[src/rtl/fetch_pkg.sv]
// Shared types and helpers for the IF-stage fetch controller.
package fetch_pkg;

    // Fetch sequencer states.
    typedef enum logic [1:0] {
        INICIO = 2'd0,
        BUSCA  = 2'd1,
        FIM    = 2'd2
    } estado_t;

    // Byte distance between consecutive instruction words.
    localparam logic [31:0] WORD_BYTES = 32'd4;

    // One fetch buffer slot: instruction word plus the PC it came from.
    typedef struct packed {
        logic [31:0] instr;
        logic [31:0] pc;
    } entrada_t;

    // Force a byte address onto a word boundary.
    function automatic logic [31:0] alinha_palavra(input logic [31:0] addr);
        return addr & ~32'd3;
    endfunction

    // True when a byte address does not sit on a word boundary.
    function automatic logic desalinhado(input logic [31:0] addr);
        return (addr[1:0] != 2'b00);
    endfunction

endpackage

[src/rtl/fetch_buffer.sv]
// Two-entry fetch FIFO. Slots are zeroed when vacated so the head register
// can drive decode directly and reads as zero whenever the buffer is empty.
// Flush beats push; push and pop may coincide.
module fetch_buffer
    import fetch_pkg::*;
(
    input  logic       clk,
    input  logic       rst_n,
    input  logic       push,
    input  logic       pop,
    input  logic       flush,
    input  entrada_t   din,
    output entrada_t   head,
    output logic       valid,
    output logic [1:0] count
);

    entrada_t   head_r;
    entrada_t   tail_r;
    logic [1:0] count_r;
    entrada_t   head_s;
    entrada_t   tail_s;
    logic [1:0] count_s;
    logic       pop_ok_s;

    // Next-state computation for both slots and the occupancy count.
    always_comb begin
        head_s   = head_r;
        tail_s   = tail_r;
        count_s  = count_r;
        pop_ok_s = pop && (count_r != 2'd0);
        if (flush) begin
            head_s  = '0;
            tail_s  = '0;
            count_s = 2'd0;
        end else begin
            case ({push, pop_ok_s})
                2'b10: begin
                    if (count_r == 2'd0) begin
                        head_s  = din;
                        count_s = 2'd1;
                    end else if (count_r == 2'd1) begin
                        tail_s  = din;
                        count_s = 2'd2;
                    end else begin
                        // Push into a full buffer is never requested; hold.
                        count_s = count_r;
                    end
                end
                2'b01: begin
                    // Tail slot is already zero when only one entry is held.
                    head_s  = tail_r;
                    tail_s  = '0;
                    count_s = count_r - 2'd1;
                end
                2'b11: begin
                    if (count_r == 2'd1) begin
                        head_s = din;
                    end else begin
                        head_s = tail_r;
                        tail_s = din;
                    end
                end
                default: begin
                    count_s = count_r;
                end
            endcase
        end
    end

    // Slot and count registers.
    always_ff @(posedge clk or negedge rst_n) begin
        if (!rst_n) begin
            head_r  <= '0;
            tail_r  <= '0;
            count_r <= 2'd0;
        end else begin
            head_r  <= head_s;
            tail_r  <= tail_s;
            count_r <= count_s;
        end
    end

    assign head  = head_r;
    assign valid = (count_r != 2'd0);
    assign count = count_r;

endmodule

[src/rtl/fetch_controller.sv]
// IF-stage fetch controller: owns the PC, reads the combinational
// instruction memory, buffers fetched words for decode, and handles
// redirects and end-of-program detection.
module fetch_controller
    import fetch_pkg::*;
#(
    parameter logic [31:0] RESET_PC  = 32'h0000_0000,
    parameter int          NUM_INSTR = 13,
    parameter int          BUF_DEPTH = 2
) (
    input  logic        clk,
    input  logic        rst_n,
    output logic [31:0] endereco,
    input  logic [31:0] instrucao,
    input  logic        desvio_valido,
    input  logic [31:0] desvio_alvo,
    output logic        if_valido,
    input  logic        if_pronto,
    output logic [31:0] if_instrucao,
    output logic [31:0] if_pc,
    output logic [31:0] if_pc_mais4,
    output logic        fim_programa,
    output logic        erro_alinhamento,
    output logic [31:0] contador_busca
);

    localparam logic [29:0] NUM_WORDS = NUM_INSTR[29:0];
    localparam logic [1:0]  DEPTH     = BUF_DEPTH[1:0];

    estado_t     estado_r;
    estado_t     estado_s;
    logic [31:0] pc_r;
    logic [31:0] pc_s;
    logic [31:0] contador_r;
    logic [31:0] contador_s;
    logic        fim_r;
    logic        fim_s;
    logic        erro_r;
    logic        erro_s;

    logic        push_s;
    logic        flush_s;
    logic        pop_s;
    logic        em_faixa_s;
    logic        alvo_em_faixa_s;
    logic [1:0]  cnt_prox_s;
    entrada_t    entrada_s;
    entrada_t    head_s;
    logic        valid_s;
    logic [1:0]  buf_count_s;

    fetch_buffer u_buffer (
        .clk   (clk),
        .rst_n (rst_n),
        .push  (push_s),
        .pop   (pop_s),
        .flush (flush_s),
        .din   (entrada_s),
        .head  (head_s),
        .valid (valid_s),
        .count (buf_count_s)
    );

    // Sequencer next state, PC update, buffer control and output precompute.
    always_comb begin
        estado_s        = estado_r;
        pc_s            = pc_r;
        contador_s      = contador_r;
        push_s          = 1'b0;
        flush_s         = 1'b0;
        pop_s           = valid_s && if_pronto;
        em_faixa_s      = (pc_r[31:2] < NUM_WORDS);
        alvo_em_faixa_s = (desvio_alvo[31:2] < NUM_WORDS);
        entrada_s       = '{instr: instrucao, pc: pc_r};
        case (estado_r)
            INICIO: begin
                // No fetch here; an early redirect still lands in the PC.
                estado_s = BUSCA;
                if (desvio_valido) begin
                    flush_s = 1'b1;
                    pc_s    = alinha_palavra(desvio_alvo);
                end else begin
                    pc_s = pc_r;
                end
            end
            BUSCA: begin
                if (desvio_valido) begin
                    // Out-of-range targets are caught by the range check next cycle.
                    flush_s = 1'b1;
                    pc_s    = alinha_palavra(desvio_alvo);
                end else if (!em_faixa_s) begin
                    estado_s = FIM;
                end else if ((buf_count_s < DEPTH) || pop_s) begin
                    push_s     = 1'b1;
                    pc_s       = pc_r + WORD_BYTES;
                    contador_s = contador_r + 32'd1;
                end else begin
                    pc_s = pc_r;
                end
            end
            FIM: begin
                if (desvio_valido) begin
                    flush_s  = 1'b1;
                    pc_s     = alinha_palavra(desvio_alvo);
                    estado_s = alvo_em_faixa_s ? BUSCA : FIM;
                end else begin
                    estado_s = FIM;
                end
            end
            default: begin
                estado_s = INICIO;
                pc_s     = RESET_PC;
                flush_s  = 1'b1;
            end
        endcase

        if (flush_s) begin
            cnt_prox_s = 2'd0;
        end else begin
            cnt_prox_s = buf_count_s + {1'b0, push_s} - {1'b0, pop_s};
        end
        // Registered so the flag lines up with the state it describes.
        fim_s  = (estado_s == FIM) && (cnt_prox_s == 2'd0);
        erro_s = desvio_valido && desalinhado(desvio_alvo);
    end

    // State, PC, fetch counter and status flag registers.
    always_ff @(posedge clk or negedge rst_n) begin
        if (!rst_n) begin
            estado_r   <= INICIO;
            pc_r       <= RESET_PC;
            contador_r <= 32'd0;
            fim_r      <= 1'b0;
            erro_r     <= 1'b0;
        end else begin
            estado_r   <= estado_s;
            pc_r       <= pc_s;
            contador_r <= contador_s;
            fim_r      <= fim_s;
            erro_r     <= erro_s;
        end
    end

    assign endereco         = pc_r;
    assign if_valido        = valid_s;
    assign if_instrucao     = head_s.instr;
    assign if_pc            = head_s.pc;
    // Follows the head PC, so it reads 4 while the buffer is empty.
    assign if_pc_mais4      = head_s.pc + WORD_BYTES;
    assign fim_programa     = fim_r;
    assign erro_alinhamento = erro_r;
    assign contador_busca   = contador_r;

endmodule

[config.mk]
export PLATFORM = sky130hd
export DESIGN_NAME = fetch_controller
export DESIGN_NICKNAME = d
export VERILOG_FILES = /design/src/rtl/fetch_pkg.sv /design/src/rtl/fetch_buffer.sv /design/src/rtl/fetch_controller.sv
export SDC_FILE = /design/constraint.sdc
export NUM_CORES = 1
export LEC_CHECK = 0
export CORE_MARGIN = 4
export CORE_UTILIZATION = 30
export DETAILED_ROUTE_END_ITERATION = 8
export HOLD_SLACK_MARGIN = 0.08
export SYNTH_ARGS = -nofsm -noshare
export SYNTH_HDL_FRONTEND = slang
export SYNTH_SLANG_ARGS = --single-unit
[constraint.sdc]
create_clock -name clk -period 2.85 [get_ports clk]
set_clock_uncertainty 0.2 [all_clocks]
set_input_delay 0.57 -clock clk [delete_from_list [all_inputs] [get_ports clk]]
set_output_delay 0.57 -clock clk [all_outputs]
set_load 0.01 [all_outputs]
# == Word-level counts from Yosys, hierarchy flattened ==
# Cells that the tools add are included.
# totals
regBits,198
latchBits,0
ram_bits,0
romBits,0
inputBits,68
output_inout_bits,163
wordCells,82
n_memories,0
# classes
n_addsub,6
n_mul,0
div_mod_pow,0
order_cmp,3
eq_ne,14
shifts,0
muxes,29
bitwise,1
n_reduce_logical,19
# ops
cell,n
64-bit two-way mux,6
64-bit case mux with 3 select lines,2
32-bit two-way mux,4
"32-bit by 3-bit adder with 32-bit output, second input constant",2
32-bit case mux with 2 select lines,1
"30-bit by 4-bit less-than comparator with 1-bit output, second input constant",2
"32-bit by 1-bit adder with 32-bit output, second input constant",1
2-bit two-way mux,8
"3-bit inequality test, second input constant",4
"2-bit == test, second input constant",4
"2-bit by 1-bit == test with 1-bit output, second input constant",3
2-bit zero test,3
1-bit two-way mux,6
2-bit case mux with 3 select lines,1
3-bit AND reduction,2
1-bit logical AND,4
"4-bit by 2-bit inequality test with 1-bit output, second input constant",1
2-bit case mux with 2 select lines,1
2-bit AND reduction,2
4-bit AND reduction,1
2-bit nonzero test,2
4-bit nonzero test,1
"3-bit by 2-bit inequality test with 1-bit output, second input constant",1
3-bit nonzero test,1
9 further kinds,9

# == Longest topological paths before layout ==
# Gate-level depths: netlist of the first run.
# depth
word_depth,12
mapped_depth,13
mapped_depth_nobuf,11

# == By module ==
# A second synthesis of the first run with hierarchy kept.
# hier_totals
cells_unflattened,1079
hier_area_um2,10735.3
# by_module_without_submodules
mod,instances,cells_per_inst,area_each_um2,seq_area_each_um2
fetch_buffer,1,627,6683.9,3253.1
fetch_controller,1,452,4051.4,1651.6

# == Least setup slack after synthesis of the first run ==
# OpenSTA, ideal clock, no wires.
# synth_path
kind,flip-flop to flip-flop
from,register u_buffer.count_r[1] (netlist: u_buffer.count[1])
to,register fim_r (netlist: fim_programa)
setup_time_ps,77
t_arrival_ps,2231
required_time_ps,2573
path_slack_ps,342
stages_incl_launch_ff,13
path_buffers,2
period_less_slack_ps,2508
path_cell_list,dfrtp_1 inv_1 ha_1 buf_2 nand2b_1 a21oi_4 nand3_4 inv_2 buf_2 ha_1 o21ai_0 nand2_1 a21oi_1
# synth_between
elab_chain_len,12
elab_cells_between_ends,13
classes_between,add/sub (2); order compare (1); mux (5); reduce/logical (5)
# synth_lines
item,line_no,source
from (decl),fetch_buffer.sv:20,logic [1:0] count_r;
from (signal assigned),fetch_buffer.sv:80,count_r <= count_s;
"parallel branches: the longest is 8 deep, another holds 2-bit less-than comparator",n/a,
2-bit by 1-bit subtractor with 2-bit output (*),fetch_controller.sv:120,"cnt_prox_s = buf_count_s + {1'b0, push_s} - {1'b0, pop_s};"
2-bit two-way mux (*),fetch_controller.sv:117,if (flush_s) begin
2-bit zero test (*),fetch_controller.sv:123,fim_s = (estado_s == FIM) && (cnt_prox_s == 2'd0);
1-bit logical AND (*),fetch_controller.sv:123,
named net fim_s,fetch_controller.sv:37,logic fim_s;
to (signal assigned),fetch_controller.sv:139,fim_r <= fim_s;
to (decl),fetch_controller.sv:36,logic fim_r;
# Mark *: on every way through the listed nets, which the timed path passes.
# A chain may end at the register's enable or synchronous reset.

# == Worst setup path after layout of the first run ==
# layout_path
from,"register u_buffer.head_r, in the netlist u_buffer.head[7]"
to,output if_pc_mais4[26]
# layout_between
elab_chain_len,1
# layout_lines
item,line_no,source
from (decl),fetch_buffer.sv:18,entrada_t head_r;
from (signal assigned),fetch_buffer.sv:78,head_r <= head_s;
32-bit by 3-bit adder with 32-bit output,fetch_controller.sv:149,assign if_pc_mais4 = head_s.pc + WORD_BYTES;
to (decl),fetch_controller.sv:21,"output logic [31:0] if_pc_mais4,"
# Every way passes these cells.

==> flow_summary_export.csv, run 1 <==
group,metric,value,unit
timing,finalHoldViolations,0,
finish,fin_util,0.435,
power,finalPower,10.5,mW
timing,relSlewSlack,0.657,
critical_path,crit_path_start,"u_buffer.head[7]",
clock_tree,cts-root-buf,"clkbuf_16",
critical_path,cpPeakStageDelay,0.38,ns
routing,wl,29000,um
yosys,synth-seq-cells,196,
timing,setup_slack,-0.0486,ns
critical_path,worst_path_most_repeated_cell,"buf_4",
clock_tree,htree_levels,4,
finish,syn_to_final_growth,43.3,%
floorplanning,die_w,187,um
floorplanning,dieHeight,187,um
run_status,violations,"negative setup slack",
timing,worst_slew_pin_slew,0.510,ns
place,place_area,12900,um2
finish,fill_cells,2990,
global_route,grt_pass1_wl,47100,um
yosys,yosys_most_used_dff,"dfrtp_1",
clock_tree,clk_latency,0.44,ns
power,power.density,770,nW/um2
critical_path,cp.required,2.08,ns
global_route,grt_use_total,0.165,
timing,fin_crit_sh,1.02,
routing,drc,0,
global_route,grt_antenna_before_repair,1,
critical_path,worstReg2RegStart,"endereco[20]",
yosys,yosysTopAreaCell,"dfrtp_1",
place,post-dp-hpwl,20400,um
finish,nNetsFinal,1275,
floorplanning,placementRows,65,
yosys,ys_warn_count,0,
critical_path,cp.buffers_inverters,4,
timing,fmaxAchievable,345,MHz
yosys,yosys-top-cells-area,"dfrtp_1, o2bb2ai_1, mux2i_1",
routing,vias_per_cell,5.03,
floorplanning,core,31500,um2
critical_path,crit_slowest_cell,"dfrtp_1",
clock_tree,clock-sinks,196,
yosys,synth-edff-count,0,
flow_run,cap_violations,0,
global_route,grt_pass1_vias,8383,
place,routabilityCongestion,0.825,
clock_tree,path_clk_slew,0.07,ns
yosys,syn_area,9560,um2
routing,first_iter_violations,432,
critical_path,crit_fanout,3,
yosys,syn_inst,904,
floorplanning,dieArea,34800,um2
yosys,async_reset_ff_frac,1.00,
routing,ant_nets,0,
yosys,ys_types,54,
routing,wl_per_cell,17.9,um
critical_path,path_cells,"and3_4 > and4_1 > buf_4 > nand4_1 > buf_4 > buf_6 > nor3_4 > xor2_1 > buf_2",
floorplanning,start_util,0.304,
critical_path,crit_family,"simple AND/OR/NAND/NOR gates",
place,dp_cells,1568,
finish,multi_input_area,4410,um2
yosys,yosysMostFrequentCell,"dfrtp_1",
finish,stdcell_count,1614,
place,dpl_worst_slack,-0.0271,ns
timing,drv_slew,0,
critical_path,cp-start-kind,"flop",
finish,regArea,4910,um2
run_status,status,"finished with violations",
clock_tree,cts_tree,"yes",
power,peakVddDrop,0.000493,V
finish,stdcell_area,13700,um2
clock_tree,numCtsBuffers,17,
yosys,avgSynthCellArea,10.6,um2
global_route,overflow,0,
finish,drive_gt1_frac,0.158,
critical_path,critPathCaptureType,"primary output",
routing,vias,8120,
yosys,synth_top_area_share,0.513,
place,io_buffers,228,
yosys,synth_common_cells,"dfrtp_1, o2bb2ai_1, nand2_1",
critical_path,worstSetupPathType,"reg2out",
timing,post-route-min-period,2.90,ns
timing,setup_viol,5,
critical_path,crit_arrival,2.13,ns
hold_path,hold_start,"contador_busca[31]",
hold_path,holdCritPathClass,"reg2reg",
floorplanning,pin_count,231,
global_route,grt_max_degree,57,
finish,antenna_cells,0,
clock_tree,clk_path_buf_depth,2,
routing,first_pass_iters,6,
power,power_leakage,6.10,nW
yosys,yosysSeqAreaShare,0.513,
timing,rsz0062_at_grt,"true",
[sequential cells by signal (all words and copies together), names as in the netlist]
register          cells
endereco             30
u_buffer.tail_r      64
estado_r              2
erro_alinhamento      1
u_buffer.count        2
u_buffer.head        64
contador_busca       32
fim_programa          1
[routing by layer]
| metal | share of wire | up-vias | GRT usage |
|---|---|---|---|
| li1 | - | 3856 | - |
| met1 | 0.47 | 4011 | 0.227 |
| met2 | 0.45 | 232 | 0.258 |
| met3 | 0.065 | 19 | 0.0498 |
| met4 | 0.0095 | 2 | 0.0392 |
| met5 | 0.00028 | - | 0 |
[worst paths after layout]
kind	endpoint	slack [ns]	cells past startpoint
max in group asynchronous	u_buffer.tail_r[17]	1.27	3
min in group asynchronous	erro_alinhamento	0.47	2
min reg2reg	contador_busca[31]	0.27	1
max	if_pc_mais4[26]	-0.05	9
min	contador_busca[31]	0.27	1
max reg2reg	u_buffer.head[3]	0.21	6
[stage by stage]
step / TNS, ns / hold slack (ns)
floorplan: 0 / 0.0744
global placement: 0 / 0.260
detailed placement: -0.178 / 0.255
CTS: -0.522 / 0.269
global route: -1.39 / 0.298
finish: -0.113 / 0.271
[report_power, final]
part / switching, mW / total (mW) / internal (mW)
combinational: 2.34 / 4.41 / 2.07
sequential: 0.453 / 3.66 / 3.21
clock: 1.12 / 2.48 / 1.36
[repair_timing]
item	4_1_cts	5_1_grt
setup buffers	12	2
setup endpoints to repair	26	18
gates resized for setup	100	21
hold buffers	1	0
pin swaps	18	11
endpoints found under the hold margin	52	0
[cells by family (layout without fill, tap and decap cells)]
kind of cell             count (synthesis)  after routing  share of synthesized area
AO/OA/AOI/OAI                          181            181                      0.148
XOR/XNOR                                61             61                     0.0559
adder cells (fa/ha/maj)                  8              8                     0.0105
buffers and inverters                   95            402                     0.0490
flip-flops                             196            196                      0.513
multiplexers                            52             52                     0.0545
other                                    1              2                   0.000392
AND/OR/NAND/NOR                        310            310                      0.169
[cells in the final DEF, fill, tap and decap left out, drive strengths merged, types with 27 or more instances in the layout]
cell type / instances
clkdlybuf4s50: 201
dfrtp: 196
buf: 120
o2bb2ai: 104
nand2: 89
nor2: 57
mux2i: 52
inv: 44
xnor2: 38
nand3: 32
nor3b: 28
a21oi: 27
[worst register-to-register path, cell delays in order, from the launching register on]
cell and delay [ns]:
dfrtp_1 0.45, nor4_1 0.43, nand4_1 0.35, o31ai_4 0.34
buf_12 0.32, mux2i_1 0.35, o2bb2ai_1 0.08
[cell type report]
cell class | count | share of cell area
Sequential cell | 196 | 0.358
Multi-Input combinational cell | 614 | 0.322
Timing Repair Buffer | 332 | 0.229
Tap cell | 402 | 0.0367
Clock buffer | 19 | 0.0331
Clock inverter | 13 | 0.0106
Inverter | 38 | 0.0104
Power figures use the tool's default switching activity.
==> inputs of run 2 (changes only) <==
- CAP_MARGIN: unset -> 20
- CORE_UTILIZATION: 30 -> 50
- PLACE_DENSITY: unset -> 0.81
==> flow_summary_export.csv, run 2 (synthesized netlist as in run 1, its figures left out) <==
group,metric,value,unit
run_status,status,"finished with violations",
run_status,violations,"negative setup slack",
power,peakVddDrop,0.000546,V
finish,drive_gt1_frac,0.156,
critical_path,crit_fanout,5,
critical_path,worstSetupPathType,"reg2out",
finish,regArea,4910,um2
hold_path,holdCritPathClass,"reg2reg",
clock_tree,numCtsBuffers,17,
critical_path,worst_path_most_repeated_cell,"nand4_1",
finish,syn_to_final_growth,41.1,%
critical_path,crit_arrival,2.13,ns
critical_path,worstRegToRegCells,7,
clock_tree,cts_tree,"yes",
floorplanning,pin_count,231,
critical_path,timing.rr.end,"u_buffer.head[12]",
place,dpl_worst_slack,-0.0836,ns
finish,final_common_cell,"clkdlybuf4s50_1",
routing,wl,27000,um
place,place_area,12600,um2
finish,fill_cells,1352,
global_route,met3_usage,0.0642,
critical_path,crit_path_start,"u_buffer.head[17]",
timing,rsz0062_at_grt,"true",
routing,first_iter_violations,599,
critical_path,cpPeakStageDelay,0.38,ns
global_route,grt_use_total,0.251,
finish,antenna_cells,0,
global_route,grt_max_degree,69,
global_route,gr-max-usage-layer,"met2",
critical_path,worstReg2RegStart,"endereco[17]",
finish,multi_input_area,4380,um2
finish,nNetsFinal,1271,
critical_path,critPathCaptureType,"primary output",
timing,relSlewSlack,0.608,
global_route,grtUsageMet2,0.407,
hold_path,hold_depth,1,
routing,vias,8307,
power,power.density,779,nW/um2
timing,setup_viol,6,
clock_tree,cts-root-buf,"clkbuf_16",
routing,vias_per_cell,5.76,
clock_tree,clock-sinks,196,
critical_path,cp.buffers_inverters,2,
place,post-dp-hpwl,18700,um
routing,ant_nets,0,
timing,finalHoldViolations,0,
power,finalPower,10.5,mW
timing,fin_crit_sh,1.02,
clock_tree,htree_levels,4,
critical_path,crit_slowest_cell,"or3_1",
critical_path,path_cells,"nand4_1 > buf_4 > nor2_1 > nand4_1 > or3_1 > xnor2_1 > buf_2",
floorplanning,die_w,146,um
timing,setup_slack,-0.0521,ns
floorplanning,dieHeight,146,um
routing,wl_per_cell,18.7,um
timing,worst_slew_pin_slew,0.587,ns
global_route,grt_pass1_vias,8375,
finish,layout_common_cells,"clkdlybuf4s50_1, dfrtp_1, o2bb2ai_1, nand2_1, buf_4",
global_route,grt_antenna_before_repair,0,
power,power_leakage,6.13,nW
critical_path,path_depth,7,
timing,hold_slack,0.272,ns
floorplanning,core,18800,um2
finish,stdcell_area,13500,um2
floorplanning,start_util,0.509,
routing,first_pass_iters,6,
floorplanning,dieArea,21400,um2
critical_path,crit_family,"simple AND/OR/NAND/NOR gates",
timing,fmaxAchievable,345,MHz
timing,post-route-min-period,2.90,ns
timing,drv_slew,0,
clock_tree,clk_latency,0.43,ns
critical_path,reg2reg_slack,0.20,ns
critical_path,cp.required,2.08,ns
clock_tree,path_clk_slew,0.07,ns
critical_path,endpoint,"if_pc_mais4[24]",
global_route,grt_pass1_wl,44300,um
global_route,overflow,0,
flow_run,cap_violations,0,
finish,fin_util,0.719,
critical_path,cp-start-kind,"flop",
clock_tree,clk_path_buf_depth,2,
place,io_buffers,228,
place,routabilityCongestion,0.902,
global_route,met1_usage,0.332,
routing,drc,0,
floorplanning,placementRows,50,
[run 2: area by class of cell]
cell class	count	area share
clock inverter	13	0.0122
timing repair buffer	328	0.234
inverter	38	0.0106
clock buffer	19	0.0328
multi-input combinational	614	0.325
tap	234	0.0217
sequential	196	0.364
[run 2: timing repair]
| action | in CTS | in global routing |
|---|---|---|
| pin swaps | 19 | 13 |
| setup endpoints to repair | 25 | 21 |
| hold buffers | 1 | 0 |
| setup buffers | 16 | 10 |
| hold endpoints to repair | 64 | 0 |
| resized for setup | 81 | 42 |
[run 2: report_power, final]
group | internal [mW] | switching, mW | leakage (nW) | total [mW]
Sequential | 3.21 | 0.525 | 2.65 | 3.73
Combinational | 2.07 | 2.24 | 3.18 | 4.30
Clock | 1.36 | 1.12 | 0.302 | 2.48
Total | 6.63 | 3.88 | 6.13 | 10.5
[run 2: how the worst min path moves through the flow]
stage,startpoint,to,slack [ns]
floorplan,rst_n,contador_busca[0],0.07
global placement,contador_busca[31],contador_busca[31],0.26
detailed placement,contador_busca[31],contador_busca[31],0.26
CTS,contador_busca[31],contador_busca[31],0.27
global route,contador_busca[31],contador_busca[31],0.28
finish,contador_busca[31],contador_busca[31],0.27
[run 2: metrics by stage]
step / instances / setup TNS, ns
after detailed placement: 1385 / -0.298
after floorplan: 905 / 0
after global placement: 1385 / -0.00825
after CTS: 1434 / -0.328
after global routing: 1442 / -2.21
final: 1442 / -0.147
[run 2: metal layers]
metal / wire [um] / vias to the layer above
li1: - / 3852
met1: 11400 / 4087
met4: 643 / 0
met2: 13000 / 318
met3: 1930 / 50
met5: 0 / -
==> inputs of run 3 (changes only) <==
- clock period: 2.85 -> 3 ns (I/O delays scaled with it)
==> flow_summary_export.csv, run 3 (synthesized netlist as in run 1, its figures left out) <==
group,metric,value,unit
run_status,status,"finished with violations",
run_status,violations,"negative setup slack",
critical_path,critPathCaptureType,"primary output",
critical_path,cp-start-kind,"flop",
timing,finalHoldViolations,0,
critical_path,cpPeakStageDelay,0.42,ns
clock_tree,clk_latency,0.42,ns
critical_path,cp.required,2.20,ns
floorplanning,dieHeight,146,um
routing,drc,0,
timing,hold_slack,0.279,ns
floorplanning,placementRows,50,
routing,vias,8193,
global_route,grt_antenna_before_repair,0,
power,power.density,740,nW/um2
finish,final_common_cell,"clkdlybuf4s50_1",
timing,setup_viol,1,
critical_path,path_cells,"and3_4 > and4_4 > nand4_1 > buf_4 > nor4_4 > xor2_1 > buf_2",
critical_path,crit_family,"simple AND/OR/NAND/NOR gates",
finish,fin_util,0.703,
power,power_leakage,5.94,nW
clock_tree,cts-root-buf,"clkbuf_16",
timing,relSlewSlack,0.568,
flow_run,cap_violations,0,
clock_tree,cts_tree,"yes",
critical_path,crit_fanout,3,
global_route,grt_max_degree,69,
global_route,grt_pass1_vias,8195,
timing,worst_slew_pin_slew,0.646,ns
floorplanning,start_util,0.509,
place,io_buffers,228,
clock_tree,path_clk_slew,0.07,ns
floorplanning,die_w,146,um
finish,drive_gt1_frac,0.129,
place,dpl_worst_slack,-0.0186,ns
global_route,grt_use_total,0.247,
clock_tree,numCtsBuffers,17,
finish,nNetsFinal,1242,
routing,wl_per_cell,18.9,um
critical_path,reg2reg_slack,0.25,ns
place,post-dp-hpwl,18500,um
power,finalPower,9.77,mW
clock_tree,htree_levels,4,
place,routabilityCongestion,0.903,
timing,setup_slack,-0.00217,ns
routing,wl,26700,um
floorplanning,pin_count,231,
timing,rsz0062_at_grt,"true",
global_route,overflow,0,
timing,fmaxAchievable,333,MHz
critical_path,crit_arrival,2.20,ns
finish,antenna_cells,0,
routing,first_pass_iters,5,
global_route,grt_pass1_wl,43500,um
routing,vias_per_cell,5.80,
finish,layout_common_cells,"clkdlybuf4s50_1, dfrtp_1, o2bb2ai_1, nand2_1, buf_4",
timing,fin_crit_sh,1.00,
floorplanning,core,18800,um2
timing,post-route-min-period,3.00,ns
timing,drv_slew,0,
critical_path,cp.buffers_inverters,2,
hold_path,holdCritPathClass,"reg2reg",
routing,ant_nets,0,
finish,syn_to_final_growth,38.1,%
critical_path,crit_slowest_cell,"dfrtp_1",
clock_tree,clock-sinks,196,
clock_tree,clk_path_buf_depth,2,
routing,first_iter_violations,664,
floorplanning,dieArea,21400,um2
power,peakVddDrop,0.000450,V
critical_path,worstSetupPathType,"reg2out",
[run 3: per-stage QoR]
step                      area, um2   TNS, ns  instances
after floorplan                9560         0        905
after global placement        12400         0       1363
after detailed placement      12400   -0.0601       1363
after CTS                     13200   -0.0268       1407
after global routing          13200    -0.438       1412
final                         13200  -0.00217       1412
[run 3: power breakdown]
group          leakage [nW]  switching (mW)  internal (mW)  total, mW
Combinational          3.01            2.06           1.87       3.93
Sequential             2.65           0.530           3.05       3.58
Clock                 0.283           0.983           1.27       2.26
Total                  5.94            3.57           6.20       9.77
[run 3: path summary, 6_finish.rpt]
| check | cells after the start | start | to |
|---|---|---|---|
| max | 7 | u_buffer.head[8] | if_pc_mais4[31] |
| min | 1 | contador_busca[31] | contador_busca[31] |
| max reg2reg | 7 | endereco[13] | u_buffer.head[12] |
| min reg2reg | 1 | contador_busca[31] | contador_busca[31] |
| max in group asynchronous | 3 | rst_n | u_buffer.tail_r[59] |
| min in group asynchronous | 2 | rst_n | u_buffer.head[18] |
[run 3: area by class of cell]
| class | count | area (um2) |
|---|---|---|
| Fill cell | 1406 | 5570 |
| Sequential cell | 196 | 4910 |
| Multi-Input combinational cell | 614 | 4360 |
| Timing Repair Buffer | 299 | 2920 |
| Clock buffer | 20 | 457 |
| Tap cell | 234 | 293 |
| Inverter | 38 | 143 |
| Clock inverter | 11 | 125 |
[run 3: metal layers]
layer	GRT usage	routed length, um	vias to the layer above
li1	-	-	3806
met2	0.416	13200	304
met5	0	0	-
met1	0.323	11400	4051
met3	0.0639	1790	32
met4	0.0550	359	0
[run 3: repair_timing]
item	4_1_cts	5_1_grt
setup endpoints to repair	23	21
hold endpoints to repair	65	0
pin swaps	16	9
resized for setup	47	40
hold buffers	1	0
buffers inserted	12	5
